==> config.mk <==
export PLATFORM = sky130hd
export DESIGN_NAME = d16_fetch
export DESIGN_NICKNAME = d
export VERILOG_FILES = /design/src/rtl/d16_fetch_pkg.sv /design/src/rtl/d16_fetch_fifo.sv /design/src/rtl/d16_fetch.sv
export SDC_FILE = /design/constraint.sdc
export NUM_CORES = 1
export LEC_CHECK = 0
export ABC_AREA = 1
export CORE_AREA = 3 3 117 85
export CTS_CLUSTER_SIZE = 28
export DETAILED_ROUTE_END_ITERATION = 10
export DIE_AREA = 0 0 120 88
export PLACE_DENSITY = 0.78
export SKIP_CTS_REPAIR_TIMING = 1
export SYNTH_ARGS = -nofsm -noshare
export SYNTH_HDL_FRONTEND = slang
export SYNTH_HIERARCHICAL = 1
export SYNTH_SLANG_ARGS = --single-unit
export TNS_END_PERCENT = 30
==> constraint.sdc <==
create_clock -name sys_clk -period 1.8 [get_ports sys_clk]
set_clock_uncertainty 0.1 [all_clocks]
set_input_delay 0.36 -clock sys_clk [delete_from_list [all_inputs] [get_ports sys_clk]]
set_output_delay 0.36 -clock sys_clk [all_outputs]
set_load 0.01 [all_outputs]
==> src/rtl/d16_fetch_pkg.sv <==
// Shared definitions for the d16 fetch stage: word width, FSM encodings, reset PC.
// D16_FETCH_PC_EN widens the instruction FIFO so each entry carries its PC.
package d16_fetch_pkg;

    localparam int WORD_W = 16;
    localparam logic [WORD_W-1:0] RESET_PC_DEFAULT = 16'h0000;

`ifdef D16_FETCH_PC_EN
    localparam int FIFO_W = 2 * WORD_W;
`else
    localparam int FIFO_W = WORD_W;
`endif

    typedef enum logic [1:0] {
        FETCH_IDLE = 2'd0,
        FETCH_BUSY = 2'd1,
        FETCH_KILL = 2'd2
    } fetch_state_t;

endpackage

==> src/rtl/d16_fetch_fifo.sv <==
// Synchronous instruction FIFO with flush; push and pop may coincide at any fill level.
module d16_fetch_fifo #(
    parameter int WIDTH = 16,
    parameter int DEPTH = 2
) (
    input  logic                     clk,
    input  logic                     rst,
    input  logic                     push,
    input  logic                     pop,
    input  logic                     flush,
    input  logic [WIDTH-1:0]         din,
    output logic [WIDTH-1:0]         dout,
    output logic [$clog2(DEPTH):0]   count,
    output logic                     full,
    output logic                     empty
);
    localparam int AW = $clog2(DEPTH);
    localparam int CW = AW + 1;

    logic [WIDTH-1:0] mem [DEPTH];
    logic [AW-1:0]    wr_ptr;
    logic [AW-1:0]    rd_ptr;
    logic             wr_en;
    logic             rd_en;

    assign full  = (count == CW'(DEPTH));
    assign empty = (count == '0);
    assign wr_en = push & (~full | pop);
    assign rd_en = pop & ~empty;
    assign dout  = mem[rd_ptr];

    always_ff @(posedge clk or posedge rst) begin
        if (rst) begin
            wr_ptr <= '0;
            rd_ptr <= '0;
            count  <= '0;
            for (int i = 0; i < DEPTH; i++) mem[i] <= '0;
        end else if (flush) begin
            wr_ptr <= '0;
            rd_ptr <= '0;
            count  <= '0;
        end else begin
            if (wr_en) begin
                mem[wr_ptr] <= din;
                wr_ptr      <= wr_ptr + 1'b1;
            end
            if (rd_en) rd_ptr <= rd_ptr + 1'b1;
            count <= count + CW'(wr_en) - CW'(rd_en);
        end
    end

endmodule

==> src/rtl/d16_fetch.sv <==
// d16 instruction fetch: owns the PC, issues strobe/ack reads, buffers words for decode.
// Build with D16_FETCH_PC_EN to carry each word's address out on ins_pc.
//
// state      | meaning
// FETCH_IDLE | no read outstanding
// FETCH_BUSY | read for pc outstanding
// FETCH_KILL | outstanding read invalidated by a jump, waiting for its ack
module d16_fetch
    import d16_fetch_pkg::*;
#(
    parameter int                DEPTH    = 2,
    parameter logic [WORD_W-1:0] RESET_PC = RESET_PC_DEFAULT
) (
    input  logic        sys_clk,
    input  logic        sys_rst,
    input  logic        load,
    input  logic [15:0] mem_addr,
    output logic        imem_stb,
    output logic [15:0] imem_addr,
    input  logic        imem_ack,
    input  logic [15:0] imem_data,
    output logic [15:0] ins,
`ifdef D16_FETCH_PC_EN
    output logic [15:0] ins_pc,
`endif
    output logic        ins_valid,
    input  logic        ins_ready
);
    localparam int CW = $clog2(DEPTH) + 1;
    localparam logic [CW-1:0] DEPTH_C = CW'(DEPTH);

    fetch_state_t      state, state_nxt;
    logic [15:0]       pc, pc_nxt, addr_nxt;
    logic              stb_nxt;
    logic              push, pop, full, empty;
    logic [CW-1:0]     count, count_nxt;
    logic [FIFO_W-1:0] fifo_din, fifo_dout;

    // A jump empties the FIFO, so any pop in the same cycle is meaningless.
    assign ins_valid = ~empty;
    assign pop       = ins_valid & ins_ready & ~load;
    assign push      = (state == FETCH_BUSY) & imem_ack & ~load;
    assign count_nxt = count + CW'(push) - CW'(pop);

`ifdef D16_FETCH_PC_EN
    assign fifo_din = {pc, imem_data};
    assign ins      = fifo_dout[15:0];
    assign ins_pc   = fifo_dout[31:16];
`else
    assign fifo_din = imem_data;
    assign ins      = fifo_dout;
`endif

    d16_fetch_fifo #(
        .WIDTH (FIFO_W),
        .DEPTH (DEPTH)
    ) u_fifo (
        .clk   (sys_clk),
        .rst   (sys_rst),
        .push  (push),
        .pop   (pop),
        .flush (load),
        .din   (fifo_din),
        .dout  (fifo_dout),
        .count (count),
        .full  (full),
        .empty (empty)
    );

    always_ff @(posedge sys_clk or posedge sys_rst) begin
        if (sys_rst) begin
            state     <= FETCH_IDLE;
            pc        <= RESET_PC;
            imem_stb  <= 1'b0;
            imem_addr <= RESET_PC;
        end else begin
            state     <= state_nxt;
            pc        <= pc_nxt;
            imem_stb  <= stb_nxt;
            imem_addr <= addr_nxt;
        end
    end

    always_comb begin
        state_nxt = state;
        pc_nxt    = pc;
        stb_nxt   = imem_stb;
        addr_nxt  = imem_addr;
        case (state)
            FETCH_IDLE: begin
                if (load) begin
                    pc_nxt    = mem_addr;
                    stb_nxt   = 1'b1;
                    addr_nxt  = mem_addr;
                    state_nxt = FETCH_BUSY;
                end else if (~full | pop) begin
                    stb_nxt   = 1'b1;
                    addr_nxt  = pc;
                    state_nxt = FETCH_BUSY;
                end
            end
            FETCH_BUSY: begin
                if (load) begin
                    pc_nxt = mem_addr;
                    if (imem_ack) begin
                        stb_nxt  = 1'b1;
                        addr_nxt = mem_addr;
                    end else begin
                        // The request cannot be withdrawn; let it complete and drop it.
                        state_nxt = FETCH_KILL;
                    end
                end else if (imem_ack) begin
                    pc_nxt = pc + 16'd1;
                    if (count_nxt < DEPTH_C) begin
                        stb_nxt  = 1'b1;
                        addr_nxt = pc + 16'd1;
                    end else begin
                        stb_nxt   = 1'b0;
                        state_nxt = FETCH_IDLE;
                    end
                end
            end
            FETCH_KILL: begin
                if (load) pc_nxt = mem_addr;
                if (imem_ack) begin
                    stb_nxt   = 1'b1;
                    addr_nxt  = pc_nxt;
                    state_nxt = FETCH_BUSY;
                end
            end
            default: begin
                stb_nxt   = 1'b0;
                state_nxt = FETCH_IDLE;
            end
        endcase
    end

endmodule

======== After elaboration in Yosys (flattened, before gate mapping) ========
Index checks and enable logic that the tools add are counted.
word-level totals
  register bits ........................... 71
  input port bits ......................... 37
  output and inout bits ................... 34
  word-level logic and storage cells ...... 93
operators by class
  add/sub/neg operators ................... 7
  order comparisons ....................... 4
  eq/ne operators ......................... 10
  multiplexer cells ....................... 38
  bitwise operators ....................... 12
  reduce and logical (&&, ||, !) cells .... 13
operators by type and width
  operator                 number
  $mux W16                 14
  $pmux W16 S3             1
  $bwmux W32               1
  $pmux W16 S2             1
  $add A16 B1 Y16 const B  1
  $demux W16 S1            1
  $mux W2                  8
  $ne A3 B3 Y1 const B     4
  $mux W1                  10
  $reduce_and A5 Y1        2
  $and A1 B1 Y1            6
  $pmux W2 S3              1
  $reduce_and A2 Y1        3
  $reduce_bool A2 Y1       3
  $add A2 B1 Y2            2
  $eq A2 B2 Y1 const B     2
  $ge A2 B2 Y1 const B     2
  $logic_not A2 Y1         2
  $ne A2 B2 Y1 const B     2
  $not A1 Y2               2
  $sub A2 B1 Y2            2
  $ne A3 B2 Y1 const B     1
  $not A1 Y1               3
  $pmux W1 S3              1
  other kinds (8)          9

======== Logic depth before layout (Yosys ltp) ========
  depth in word-level cells ............... 10
  mapped depth ............................ 16
  depth with buffers taken out ............ 15

======== Modules after synthesis ========
The synthesis kept the hierarchy.
modules (own cells, without submodules)
  module          instances  cells an instance  area an instance (um^2)  sequential area each (um^2)
  d16_fetch       1          400                2514.9                   875.8
  d16_fetch_fifo  1          228                1803.0                   900.9

======== Worst setup path before layout ========
No wires, ideal clock.
  kind .................................... register to register
  start ................................... register u_fifo.count[1]
  end ..................................... register u_fifo.count[1]
  setup time .............................. 0.119 ns
  data arrival time ....................... 1.792 ns
  required time ........................... 1.581 ns
  path slack .............................. -0.211 ns
  stages on the path, launching flop included .. 13
  path buffers ............................ 0
  clock period less this slack ............ 2.011 ns
  cell sequence ........................... dfrtp_1 > nor2_1 > inv_1 > nand2_1 > nor2_1 > inv_1 > nand3_2 > nand2_1 > ha_1 > inv_1 > ha_1 > a21oi_1 > nor2_1
between the ends
  cells in the longest elaborated chain, start to end .. 9
  elaborated cells on any way between the ends .. 12
  those cells by class .................... 2 x add/sub; 1 x eq/ne; 1 x mux; 7 x bitwise; 1 x reduce/logical
ends and longest elaborated chain
  element                        RTL line              RTL
  from (decl)                    d16_fetch_fifo.sv:13  output logic [$clog2(DEPTH):0] count,
  from (signal assigned)         d16_fetch_fifo.sv:48  count <= count + CW'(wr_en) - CW'(rd_en);
  $logic_not A2 Y1 *             d16_fetch_fifo.sv:27  assign empty = (count == '0);
  named net empty                d16_fetch.sv:35       logic push, pop, full, empty;
  $not A1 Y1 *                   d16_fetch.sv:40       assign ins_valid = ~empty;
  named net ins_valid            d16_fetch.sv:26       output logic ins_valid,
  $and A1 B1 Y1 * (2 in series)  d16_fetch.sv:41       assign pop = ins_valid & ins_ready & ~load;
  named net pop                  d16_fetch.sv:35
  $or A1 B1 Y1                   d16_fetch_fifo.sv:28  assign wr_en = push & (~full | pop);
  $and A1 B1 Y1                  d16_fetch_fifo.sv:28
  $add A2 B1 Y2                  d16_fetch_fifo.sv:48
  $sub A2 B1 Y2 *                d16_fetch_fifo.sv:48
  $mux W2 *                      d16_fetch_fifo.sv:38  end else if (flush) begin
The timed path passes the listed nets; every way through them passes the cells marked *.
A chain may end at the register's enable or synchronous reset.

======== Worst setup path after layout ========
  start ................................... register u_fifo.count[1]
  end ..................................... register imem_addr[10]
between the ends
  cells in the longest elaborated chain, start to end .. 8
  elaborated cells on any way between the ends .. 13
  those cells by class .................... 2 x add/sub; 1 x order compare; 3 x eq/ne; 5 x bitwise; 2 x reduce/logical
ends and longest elaborated chain
  element                        RTL line              RTL
  $logic_not A2 Y1 *             d16_fetch_fifo.sv:27
  named net empty                d16_fetch.sv:35
  $not A1 Y1 *                   d16_fetch.sv:40
  $and A1 B1 Y1 * (2 in series)  d16_fetch.sv:41
  named net pop                  d16_fetch.sv:35
  $sub A2 B1 Y2                  d16_fetch.sv:43       assign count_nxt = count + CW'(push) - CW'(pop);
  $lt A2 B2 Y1                   d16_fetch.sv:114      if (count_nxt < DEPTH_C) begin
  $ne A3 B2 Y1 (no line)         n/a
  $reduce_and A5 Y1 (no line) *  n/a
  to (signal assigned)           d16_fetch.sv:80       imem_addr <= addr_nxt;
  to (decl)                      d16_fetch.sv:19       output logic [15:0] imem_addr,
Marks and branches as above.

==> impl_metrics.tcl <==
set metrics [dict create \
    cts-htree-levels 3 \
    ys_warn_count 6 \
    slew_viol_final 0 \
    critPathMaxFanout 8 \
    synthesis.nets 669 \
    synth-async-reset-ratio 1.00 \
    p_sw_frac 0.414 \
    crit_start "u_fifo/count[1]$_DFF_PP0_" \
    netSwitchingPower_mw 3.85 \
    period_share 1.14 \
    setup_violations 19 \
    crit_buf_inv 3 \
    violations "negative setup slack" \
    report.final.hold_viol_count 0 \
    relSlewSlack 0.742 \
    drtPass1Iterations 5 \
    cts.path.max_buffers 2 \
    synth-seq-area-share 0.411 \
    routed_via_density 5.44 \
    arrival_ns 2.18 \
    syn_inst 628 \
    grt_overflow 0 \
    grt_pass1_wl_um 21100 \
    port_buffers 70 \
    p_clk_frac 0.205 \
    path_clk_slew_ns 0.06 \
    hpwl_um 8690 \
    clock_latency_ns 0.34 \
    rrSetupSlack_ns -0.25 \
    antenna_found_initial 0 \
    die_h_um 88 \
    synthFlopType "dfrtp_1" \
    worstSetupPathType "reg2reg" \
    postRouteAntennaNets 0 \
    rsz0062_at_grt "true" \
    post-route-util 0.651 \
    p_leak_nw 3.12 \
    finalNetCount 759 \
    grt_usage 0.250 \
    ir_drop_uv 1330 \
    p_per_area_mw_per_mm2 1600 \
    wl_um 12700 \
    drive_gt1_frac 0.140 \
    pwr-share-comb 0.483 \
    grt_max_degree 40 \
    dpl_cell_area_mm2 0.00537 \
    r2r_cells 13 \
    yosys.cell_types.count 34 \
    syn_area_mm2 0.00432 \
    start_util 0.482 \
    drt_iter0_markers 437 \
    yosysTopAreaCellShare 0.411 \
    start_kind "register" \
    vias 4607 \
    fp.dieW_um 120 \
    internal_power_mw 5.46 \
    final_cell_area_mm2 0.00583 \
    end_kind "register" \
    cp_slowest_cell "dfrtp_2" \
    cts_made_buffers 9 \
    drv_cap 0 \
    die_area_mm2 0.0106 \
    wl_per_cell_um 15.0 \
    pre_cts_ws_ns -0.514 \
    cts_tree "built" \
    grt_pass1_vias 4376 \
    cts_sinks 71 \
    cts_root_buf "clkbuf_16" \
    timing.final.ws_setup_ns -0.251 \
    synth_area_per_cell_um2 6.88 \
    fmax_mhz 488 \
    cp_cell_sequence "nor2_2 > inv_2 > nand2_2 > nor2_4 > ha_4 > inv_2 > nand4_1 > nand2_2 > nand3_2 > nand2_4 > clkinvlp_4 > nand2_1 > nand2_1" \
    cp_data_required_time_ns 1.93 \
    p_total_mw 9.31 \
    core-area_mm2 0.00896 \
    synth_top_area_cell "dfrtp_1" \
    synth-edff-count 0 \
    worstReg2RegEnd "imem_addr[10]$_DFFE_PP0P_" \
    synth_area_leaders "dfrtp_1 (41%), nand2_1 (24%), nand4_1 (6.2%)" \
    critical-path-max-stage-delay_ns 0.41 \
    diodes 0 \
    synth.most_common_cell "nand2_1" \
    ys_seq_elements 71 \
    seq_power_share 0.311 \
    r2r-start "u_fifo/count[1]$_DFF_PP0_" \
    gp_congestion 0.925 \
    cp_top_family "simple AND/OR/NAND/NOR gates" \
    placementRows 29 \
    outcome "finished with violations" \
    pin_count 71 \
    synth_common_cells "nand2_1 (274), dfrtp_1 (71), nor2_1 (50)" \
    tightest_slew_ns 0.383 \
    fin_crit_ns 2.05 \
    syn_to_final_growth_pct 35.1 \
    drc_errors 0 \
    hold_class "in2async" \
]
sequential cells by signal, summed over array words and instances, names as in the netlist:
| signal | count |
|---|---|
| state | 2 |
| pc | 16 |
| imem_stb | 1 |
| imem_addr | 16 |
| u_fifo/rd_ptr | 1 |
| u_fifo/wr_ptr | 1 |
| u_fifo/mem | 32 |
| u_fifo/count | 2 |
area by class of cell:
class	instances	area, um^2
multi-input combinational	477	2280
inverter	49	188
sequential	71	1780
clock buffer	11	233
fill	769	3130
timing repair buffer	110	1120
tap	124	155
clock inverter	5	82.6
power groups by stage:
stage / sequential, mW / clock [mW] / combinational [mW]
after global placement: 2.87 / 0 / 4.22
final: 2.90 / 1.91 / 4.50
after global routing: 3.00 / 2.02 / 5.03
after detailed placement: 2.89 / 0 / 4.38
after floorplan: 2.84 / 0 / 2.64
after CTS: 2.88 / 1.94 / 4.43
metal layers:
layer	routed length (um)	vias to the layer above	global-route usage
met1	5570	2147	0.348
met2	5910	220	0.398
met4	212	0	0.0696
met5	0	-	0
li1	-	2215	-
met3	1050	25	0.0536
worst max-delay path by stage:
stage,end,cells past startpoint
2_1_floorplan,imem_addr[11]$_DFFE_PP0P_,14
3_3_place_gp,u_fifo/mem[23]$_DFFE_PP0P_,7
3_5_place_dp,u_fifo/mem[16]$_DFFE_PP0P_,7
4_1_cts,ins[6],5
5_1_grt,imem_addr[4]$_DFFE_PP0P_,13
6_report,imem_addr[10]$_DFFE_PP0P_,13
worst register-to-register path, delay by kind of cell, from the launching register on:
family                     cells  cell delay, ns
and+or+nand+nor                9            0.92
DFF                            1            0.41
adders and majority gates      1            0.21
buffers and inverters          3            0.33
through the flow:
| stage | setup TNS (ns) | hold slack [ns] | std cells |
|---|---|---|---|
| final | -3.20 | 0.340 | 847 |
| after global routing | -5.67 | 0.382 | 847 |
| after CTS | -12.12 | 0.345 | 847 |
| after detailed placement | -24.53 | 0.358 | 831 |
| after global placement | -21.32 | 0.353 | 831 |
| after floorplan | -1.11 | 0.325 | 628 |
cells by family after synthesis:
| logic type | synth area share |
|---|---|
| buffers and inverters | 0.0849 |
| AOI/OAI and AO/OA | 0.0736 |
| DFF | 0.411 |
| muxes | 0.00232 |
| xor gates and xnor gates | 0.00203 |
| and+or+nand+nor | 0.414 |
| adders and majority gates | 0.0116 |
cells in the final DEF, fill, tap and decap left out, types with 4 or more instances in the layout:
cell type and instances:
buf_6 4, buf_4 31, nand2_2 9, inv_1 38
nand4_1 43, clkbuf_16 9, nand2_1 266, o21ai_0 19
nor2_2 4, a22oi_1 5, nor2_1 45, inv_2 10
a21oi_1 13, o21ai_1 6, nand3_1 33, dfrtp_1 69
clkdlybuf4s50_1 51, nor2_4 8, buf_12 6, dlymetal6s2s_1 16
(Power assumes the default switching activity.)
